==> src/rtl/axis_mem_requester.sv <==
// axis_mem_requester
// Request-side master for the shared AXI-Stream memory block. One client
// transaction at a time is turned into CMD / ADDR / (DATA) beats on m_axis.
// The single response beat is taken from s_axis and returned on the rsp_*
// port. A wait timeout produces an errored response. Unsolicited beats seen
// while idle are dropped and counted.
//
// Ports
//   aclk, aresetn          clock, synchronous active-low reset
//   req_valid/ready        client request handshake
//   req_write/addr/wdata   request fields, captured at the handshake
//   rsp_valid/ready        client response handshake
//   rsp_data/error/write   response fields, stable while rsp_valid
//   stray_cnt              saturating count of discarded idle beats
//   m_axis_*               request beats to memory (tdest constant DEST)
//   s_axis_*               response beats from memory (tlast unused)
module axis_mem_requester #(
  parameter int unsigned DATA_WIDTH     = 64,
  parameter int unsigned ADDR_WIDTH     = 8,
  parameter logic [1:0]  DEST           = 2'd0,
  parameter int unsigned TIMEOUT_CYCLES = 64
) (
  input  logic                  aclk,
  input  logic                  aresetn,
  input  logic                  req_valid,
  output logic                  req_ready,
  input  logic                  req_write,
  input  logic [ADDR_WIDTH-1:0] req_addr,
  input  logic [DATA_WIDTH-1:0] req_wdata,
  output logic                  rsp_valid,
  input  logic                  rsp_ready,
  output logic [DATA_WIDTH-1:0] rsp_data,
  output logic                  rsp_error,
  output logic                  rsp_write,
  output logic [7:0]            stray_cnt,
  output logic [DATA_WIDTH-1:0] m_axis_tdata,
  output logic                  m_axis_tvalid,
  input  logic                  m_axis_tready,
  output logic                  m_axis_tlast,
  output logic [1:0]            m_axis_tdest,
  input  logic [DATA_WIDTH-1:0] s_axis_tdata,
  input  logic                  s_axis_tvalid,
  output logic                  s_axis_tready,
  input  logic                  s_axis_tlast
);

  localparam int unsigned CNT_W = (TIMEOUT_CYCLES > 2) ? $clog2(TIMEOUT_CYCLES) : 1;

  typedef enum logic [2:0] {
    IDLE      = 3'd0,
    SEND_CMD  = 3'd1,
    SEND_ADDR = 3'd2,
    SEND_DATA = 3'd3,
    WAIT_RSP  = 3'd4,
    RESP      = 3'd5
  } state_t;

  state_t                  state_q, state_d;
  logic                    wr_q, wr_d;
  logic [ADDR_WIDTH-1:0]   addr_q, addr_d;
  logic [DATA_WIDTH-1:0]   wdata_q, wdata_d;
  logic [CNT_W-1:0]        wait_cnt_q;
  logic [DATA_WIDTH-1:0]   beat_data_d;
  logic                    beat_last_d;
  logic                    req_hs, m_hs, s_hs, rsp_hs, timeout_hit;
  logic                    tlast_unused;

  // Every response is one beat, so the incoming tlast carries no information.
  assign tlast_unused = s_axis_tlast;

  // Handshakes are formed from the registered outputs actually driven.
  assign req_hs = req_valid && req_ready;
  assign m_hs   = m_axis_tvalid && m_axis_tready;
  assign s_hs   = s_axis_tvalid && s_axis_tready;
  assign rsp_hs = rsp_valid && rsp_ready;

  assign timeout_hit = (TIMEOUT_CYCLES != 0) &&
                       (wait_cnt_q == CNT_W'(TIMEOUT_CYCLES - 1));

  // State register.
  always_ff @(posedge aclk) begin
    if (!aresetn) state_q <= IDLE;
    else          state_q <= state_d;
  end

  // Next state, request capture and the next beat to present.
  always_comb begin
    state_d     = state_q;
    wr_d        = wr_q;
    addr_d      = addr_q;
    wdata_d     = wdata_q;
    beat_data_d = '0;
    beat_last_d = 1'b0;

    case (state_q)
      IDLE: begin
        if (req_hs) begin
          state_d = SEND_CMD;
          wr_d    = req_write;
          addr_d  = req_addr;
          wdata_d = req_wdata;
        end
      end
      SEND_CMD:  if (m_hs) state_d = SEND_ADDR;
      SEND_ADDR: if (m_hs) state_d = wr_q ? SEND_DATA : WAIT_RSP;
      SEND_DATA: if (m_hs) state_d = WAIT_RSP;
      // A beat in the timeout cycle still wins; both paths lead to RESP.
      WAIT_RSP:  if (s_hs || timeout_hit) state_d = RESP;
      RESP:      if (rsp_hs) state_d = IDLE;
      default:   state_d = IDLE;
    endcase

    // Beat fields follow the next state so they are ready as tvalid rises
    // and hold unchanged while stalled.
    case (state_d)
      SEND_CMD:  beat_data_d = DATA_WIDTH'(wr_d);
      SEND_ADDR: begin
        beat_data_d = DATA_WIDTH'(addr_d);
        beat_last_d = !wr_d;
      end
      SEND_DATA: begin
        beat_data_d = wdata_d;
        beat_last_d = 1'b1;
      end
      default: ;
    endcase
  end

  // Registered port outputs decoded from the next state.
  always_ff @(posedge aclk) begin
    if (!aresetn) begin
      req_ready     <= 1'b0;
      m_axis_tvalid <= 1'b0;
      m_axis_tdata  <= '0;
      m_axis_tlast  <= 1'b0;
      m_axis_tdest  <= 2'd0;
      s_axis_tready <= 1'b0;
      rsp_valid     <= 1'b0;
    end else begin
      req_ready     <= (state_d == IDLE);
      m_axis_tvalid <= (state_d == SEND_CMD) || (state_d == SEND_ADDR) ||
                       (state_d == SEND_DATA);
      m_axis_tdata  <= beat_data_d;
      m_axis_tlast  <= beat_last_d;
      m_axis_tdest  <= DEST;
      s_axis_tready <= (state_d == IDLE) || (state_d == WAIT_RSP);
      rsp_valid     <= (state_d == RESP);
    end
  end

  // Request capture, wait counter, response fields and stray counter.
  always_ff @(posedge aclk) begin
    if (!aresetn) begin
      wr_q       <= 1'b0;
      addr_q     <= '0;
      wdata_q    <= '0;
      wait_cnt_q <= '0;
      rsp_data   <= '0;
      rsp_error  <= 1'b0;
      rsp_write  <= 1'b0;
      stray_cnt  <= 8'd0;
    end else begin
      wr_q    <= wr_d;
      addr_q  <= addr_d;
      wdata_q <= wdata_d;

      // Zero in the first WAIT_RSP cycle, then counts up.
      if (state_q == WAIT_RSP) wait_cnt_q <= wait_cnt_q + CNT_W'(1);
      else                     wait_cnt_q <= '0;

      if (state_q == WAIT_RSP) begin
        if (s_hs) begin
          rsp_data  <= s_axis_tdata;
          rsp_error <= wr_q && (s_axis_tdata != DATA_WIDTH'(1));
          rsp_write <= wr_q;
        end else if (timeout_hit) begin
          rsp_data  <= '0;
          rsp_error <= 1'b1;
          rsp_write <= wr_q;
        end
      end

      if ((state_q == IDLE) && s_hs && (stray_cnt != 8'hFF))
        stray_cnt <= stray_cnt + 8'd1;
    end
  end

endmodule

==> config.mk <==
export PLATFORM = sky130hd
export DESIGN_NAME = axis_mem_requester
export DESIGN_NICKNAME = d
export VERILOG_FILES = /design/src/rtl/axis_mem_requester.sv
export SDC_FILE = /design/constraint.sdc
export NUM_CORES = 1
export LEC_CHECK = 0
export CAP_MARGIN = 20
export CORE_ASPECT_RATIO = 0.9
export CORE_MARGIN = 2
export CORE_UTILIZATION = 48
export CTS_BUF_LIST = sky130_fd_sc_hd__clkbuf_16
export CTS_CLUSTER_DIAMETER = 120
export DETAILED_ROUTE_END_ITERATION = 10
export PLACE_DENSITY = 0.85
export SETUP_SLACK_MARGIN = 0.5
export SYNTH_ARGS = -nofsm -noshare
export SYNTH_HDL_FRONTEND = slang
export SYNTH_SLANG_ARGS = --single-unit
==> constraint.sdc <==
create_clock -name aclk -period 3 [get_ports aclk]
set_input_delay 0.75 -clock aclk [delete_from_list [all_inputs] [get_ports aclk]]
set_output_delay 0.75 -clock aclk [all_outputs]
set_load 0.1 [all_outputs]
==> qor.csv <==
stage,metric,value,unit
yosys,library cells used by synthesis,51,
cts,H-Tree Depth,1,
cts,hold_buf cts,0,
power,Pleak,4.45,nW
run_status,status,completed,
placement,Inst Count DP,1203,
timing,Fin Setup TNS,0,ns
yosys,register area share after synthesis,56.5,%
placement,routability cong.,0.850,
timing,Slew @ Worst Pin,0.909,ns
timing,f_max,440,MHz
yosys,average cell area after synthesis,10.6,um^2
worst_setup_path,critical path required time,3.33,ns
timing,Fin. Hold Viols,0,
cells_and_area,post-route insts no fill,1243,
cells_and_area,ratio of cells with drive above 1 in the final layout,23.1,%
worst_hold_path,worst hold path depth,2,
worst_setup_path,R2R cell count,6,
yosys,yosys warns,0,
cts,clk root buf,clkbuf_16,
worst_setup_path,Worst R2R End,m_axis_tdata[2]$_SDFF_PN0_,
worst_hold_path,worst hold start,rsp_error$_SDFFE_PN0P_,
cts,CTS Buf Count,23,
yosys,"flops & latches, synth",225,
routing,Initial DRT Pass Iterations,7,
timing,Pins Over Slew Limit,0,
worst_setup_path,WP buf/inv,1,
cts,# resized after CTS,0,
floorplan,Die Wd,140,um
routing,WL per Instance,17.4,um
floorplan,Boundary Pins,289,
worst_setup_path,Worst path max stage delay,0.74,ns
floorplan,Die Y,126,um
routing,post-route DRC violation count,0,
floorplan,Starting Density,49.2,%
yosys,Post-Syn Area,7970,um^2
cts,CTS tree,built,
timing,Worst Skew,0.00645,ns
cts,"CTS clk-pin slew, worst paths",0.06,ns
worst_setup_path,slowest stage cell on the critical path,nor2_1,
placement,HPWL after DPL,14900,um
worst_setup_path,Setup crit start kind,input pin,
worst_setup_path,crit path kind,in2reg,
grt,largest net degree at the start of global routing,67,
grt,first-pass GRT wire length,33600,um
cts,Clock Path Buffers,3,
grt,Tot GR Track Use,23.4,%
routing,post-route ant nets,0,
routing,Via density,5.22,
worst_setup_path,worst r2r src,state_q[0]$_SDFF_PN0_,
cells_and_area,Final Net Count,1167,
worst_setup_path,crit end category,register,
grt,antenna violations before repair,0,
worst_setup_path,"critical path, cell by cell",clkdlybuf4s50_1 > nand3b_1 > or3_1 > nand4_2 > nor2_1 > a211oi_1,
worst_hold_path,Min-Delay Endpoint,rsp_error$_SDFFE_PN0P_,
floorplan,Die Area,17600,um^2
timing,RSZ-0062 raised after global routing,no,
placement,port bufs,285,
floorplan,core area,16200,um^2
power,total chip power,6.30,mW
timing,fin crit share,75.7,%
cts,"Setup Fix Bufs, Post-CTS",0,
timing,Rel. slew slack,39.2,%
grt,grt ovf,0,
cts,Clock Sink Count,225,
timing,fin crit period,2.27,ns
worst_setup_path,register-to-register setup slack,0.79,ns
floorplan,Rows,44,
cts,"Clk Latency, worst-skew pair",0.49,ns
yosys,Syn Inst Count,751,
timing,"Setup violations, final",0,
routing,via count,6483,
cells_and_area,Syn-to-layout area delta,41.2,%
worst_setup_path,"Max FO, Critical Path",12,
worst_setup_path,Top delay family on crit path,simple AND/OR/NAND/NOR gates,
cells_and_area,n_diodes,0,
power,maximum vdd drop,0.498,mV
worst_setup_path,WP data arrival,2.60,ns
grt,number of global-route vias before repair,6286,
cells_and_area,fin util,69.5,%
power,cell area power density,560,nW/um^2
routing,starting DRC count in detailed routing,440,
run,# Max-Cap Violations,0,
routing,Total Wirelength,21600,um
worst_hold_path,Min-Delay Path Class,reg2reg,
metrics by stage:
stage / worst slack (ns) / hold WS (ns) / cell area, um^2
4_1_cts: 0.729 / 0.480 / 11300
3_5_place_dp: 0.235 / 0.471 / 10600
3_3_place_gp: 0.280 / 0.449 / 10600
6_report: 0.728 / 0.476 / 11300
2_1_floorplan: 0.669 / 0.430 / 7970
5_1_grt: 0.609 / 0.503 / 11300
area by class of cell:
class / instances / area [um^2]
multi-input cells: 464 / 3090
well taps: 207 / 259
fillers: 1248 / 4930
inverters: 7 / 31.3
clock buffers: 23 / 576
flip-flops and latches: 225 / 4500
clock inverters: 17 / 97.6
repair buffers: 300 / 2700
worst max-delay path by stage:
stage | startpoint | endpoint | slack (ns) | cells past startpoint
2_1_floorplan | s_axis_tready$_SDFF_PN0_ | rsp_data[23]$_SDFFE_PN0P_ | 0.67 | 7
3_3_place_gp | s_axis_tvalid | m_axis_tdata[2]$_SDFF_PN0_ | 0.28 | 6
3_5_place_dp | m_axis_tready | m_axis_tdata[0]$_SDFF_PN0_ | 0.24 | 6
4_1_cts | s_axis_tvalid | m_axis_tdata[2]$_SDFF_PN0_ | 0.73 | 6
5_1_grt | s_axis_tvalid | m_axis_tdata[2]$_SDFF_PN0_ | 0.61 | 6
6_report | s_axis_tvalid | m_axis_tdata[2]$_SDFF_PN0_ | 0.73 | 6
layout by cell type, fill, tap and decap left out, drive strengths merged, types with 3 or more instances in the layout:
| cell type | instances |
|---|---|
| and4 | 3 |
| xor2 | 9 |
| a21oi | 4 |
| a22oi | 64 |
| nand2 | 11 |
| inv | 14 |
| dfxtp | 225 |
| buf | 158 |
| and3 | 4 |
| mux2i | 72 |
| nor2b | 3 |
| clkinv | 8 |
| a211oi | 7 |
| nor3 | 59 |
| clkdlybuf4s50 | 142 |
| clkbuf | 23 |
| nand3 | 10 |
| a21boi | 6 |
| and2 | 6 |
| nand4 | 9 |
| nor2 | 152 |
| o21ai | 4 |
| nor4 | 17 |
cells by family after synthesis:
logic type / Yosys count / synth area share (%)
AND/OR/NAND/NOR: 281 / 18.7
AO/OA/AOI/OAI: 94 / 8.84
multiplexers: 74 / 9.33
other: 1 / 0.0471
adder cells (fa/ha/maj): 2 / 0.314
buffers and inverters: 63 / 5.01
XOR/XNOR: 11 / 1.21
flip-flops: 225 / 56.5
flip-flops by register name, indices dropped and copies added, names as in the netlist, 3 cells and up:
| register | cells |
|---|---|
| rsp_data | 64 |
| state_q | 3 |
| wait_cnt_q | 6 |
| wdata_q | 64 |
| addr_q | 8 |
| stray_cnt | 8 |
| m_axis_tdata | 64 |
report_power, final:
| group | internal (mW) | total [mW] | switching [mW] |
|---|---|---|---|
| clock | 1.47 | 2.58 | 1.11 |
| combinational | 0.302 | 0.645 | 0.343 |
| sequential | 3.06 | 3.08 | 0.0256 |
synthesized netlist by cell type, drive strengths merged:
cell / count / area, um^2
a211oi: 7 / 52.6
a21boi: 6 / 45.0
a21o: 1 / 7.51
a21oi: 4 / 20.0
a221oi: 2 / 23.8
a22o: 1 / 8.76
a22oi: 64 / 480
a311oi: 1 / 15.0
a31oi: 1 / 6.26
a32oi: 1 / 8.76
and2: 6 / 37.5
and3: 4 / 25.0
and4: 3 / 28.8
buf: 27 / 264
clkbuf: 29 / 109
clkinv: 1 / 3.75
conb: 1 / 3.75
dfxtp: 225 / 4500
ha: 2 / 25.0
inv: 6 / 22.5
mux2: 2 / 22.5
mux2i: 72 / 721
nand2: 11 / 41.3
nand2b: 1 / 6.26
nand3: 10 / 50.1
nand3b: 1 / 7.51
nand4: 9 / 62.6
nor2: 152 / 571
nor2b: 3 / 18.8
nor3: 59 / 495
nor3b: 1 / 7.51
nor4: 17 / 106
nor4b: 1 / 8.76
o211ai: 1 / 7.51
o21ai: 4 / 20.0
o41ai: 1 / 8.76
or2: 1 / 8.76
or3: 2 / 17.5
xnor2: 2 / 17.5
xor2: 9 / 78.8
layer usage:
metal	up-vias	global-route usage, %	routed length, um
li1	3156	-	-
met1	3030	30.7	9100
met2	250	38.8	10300
met3	47	4.68	1470
met4	0	7.53	694
met5	-	0	0
tightest hold or removal path: stages (launching register included):
cell      delay (ns)
dfxtp_1         0.31
inv_1           0.05
a221oi_1        0.06
(Power assumes the default switching activity.)
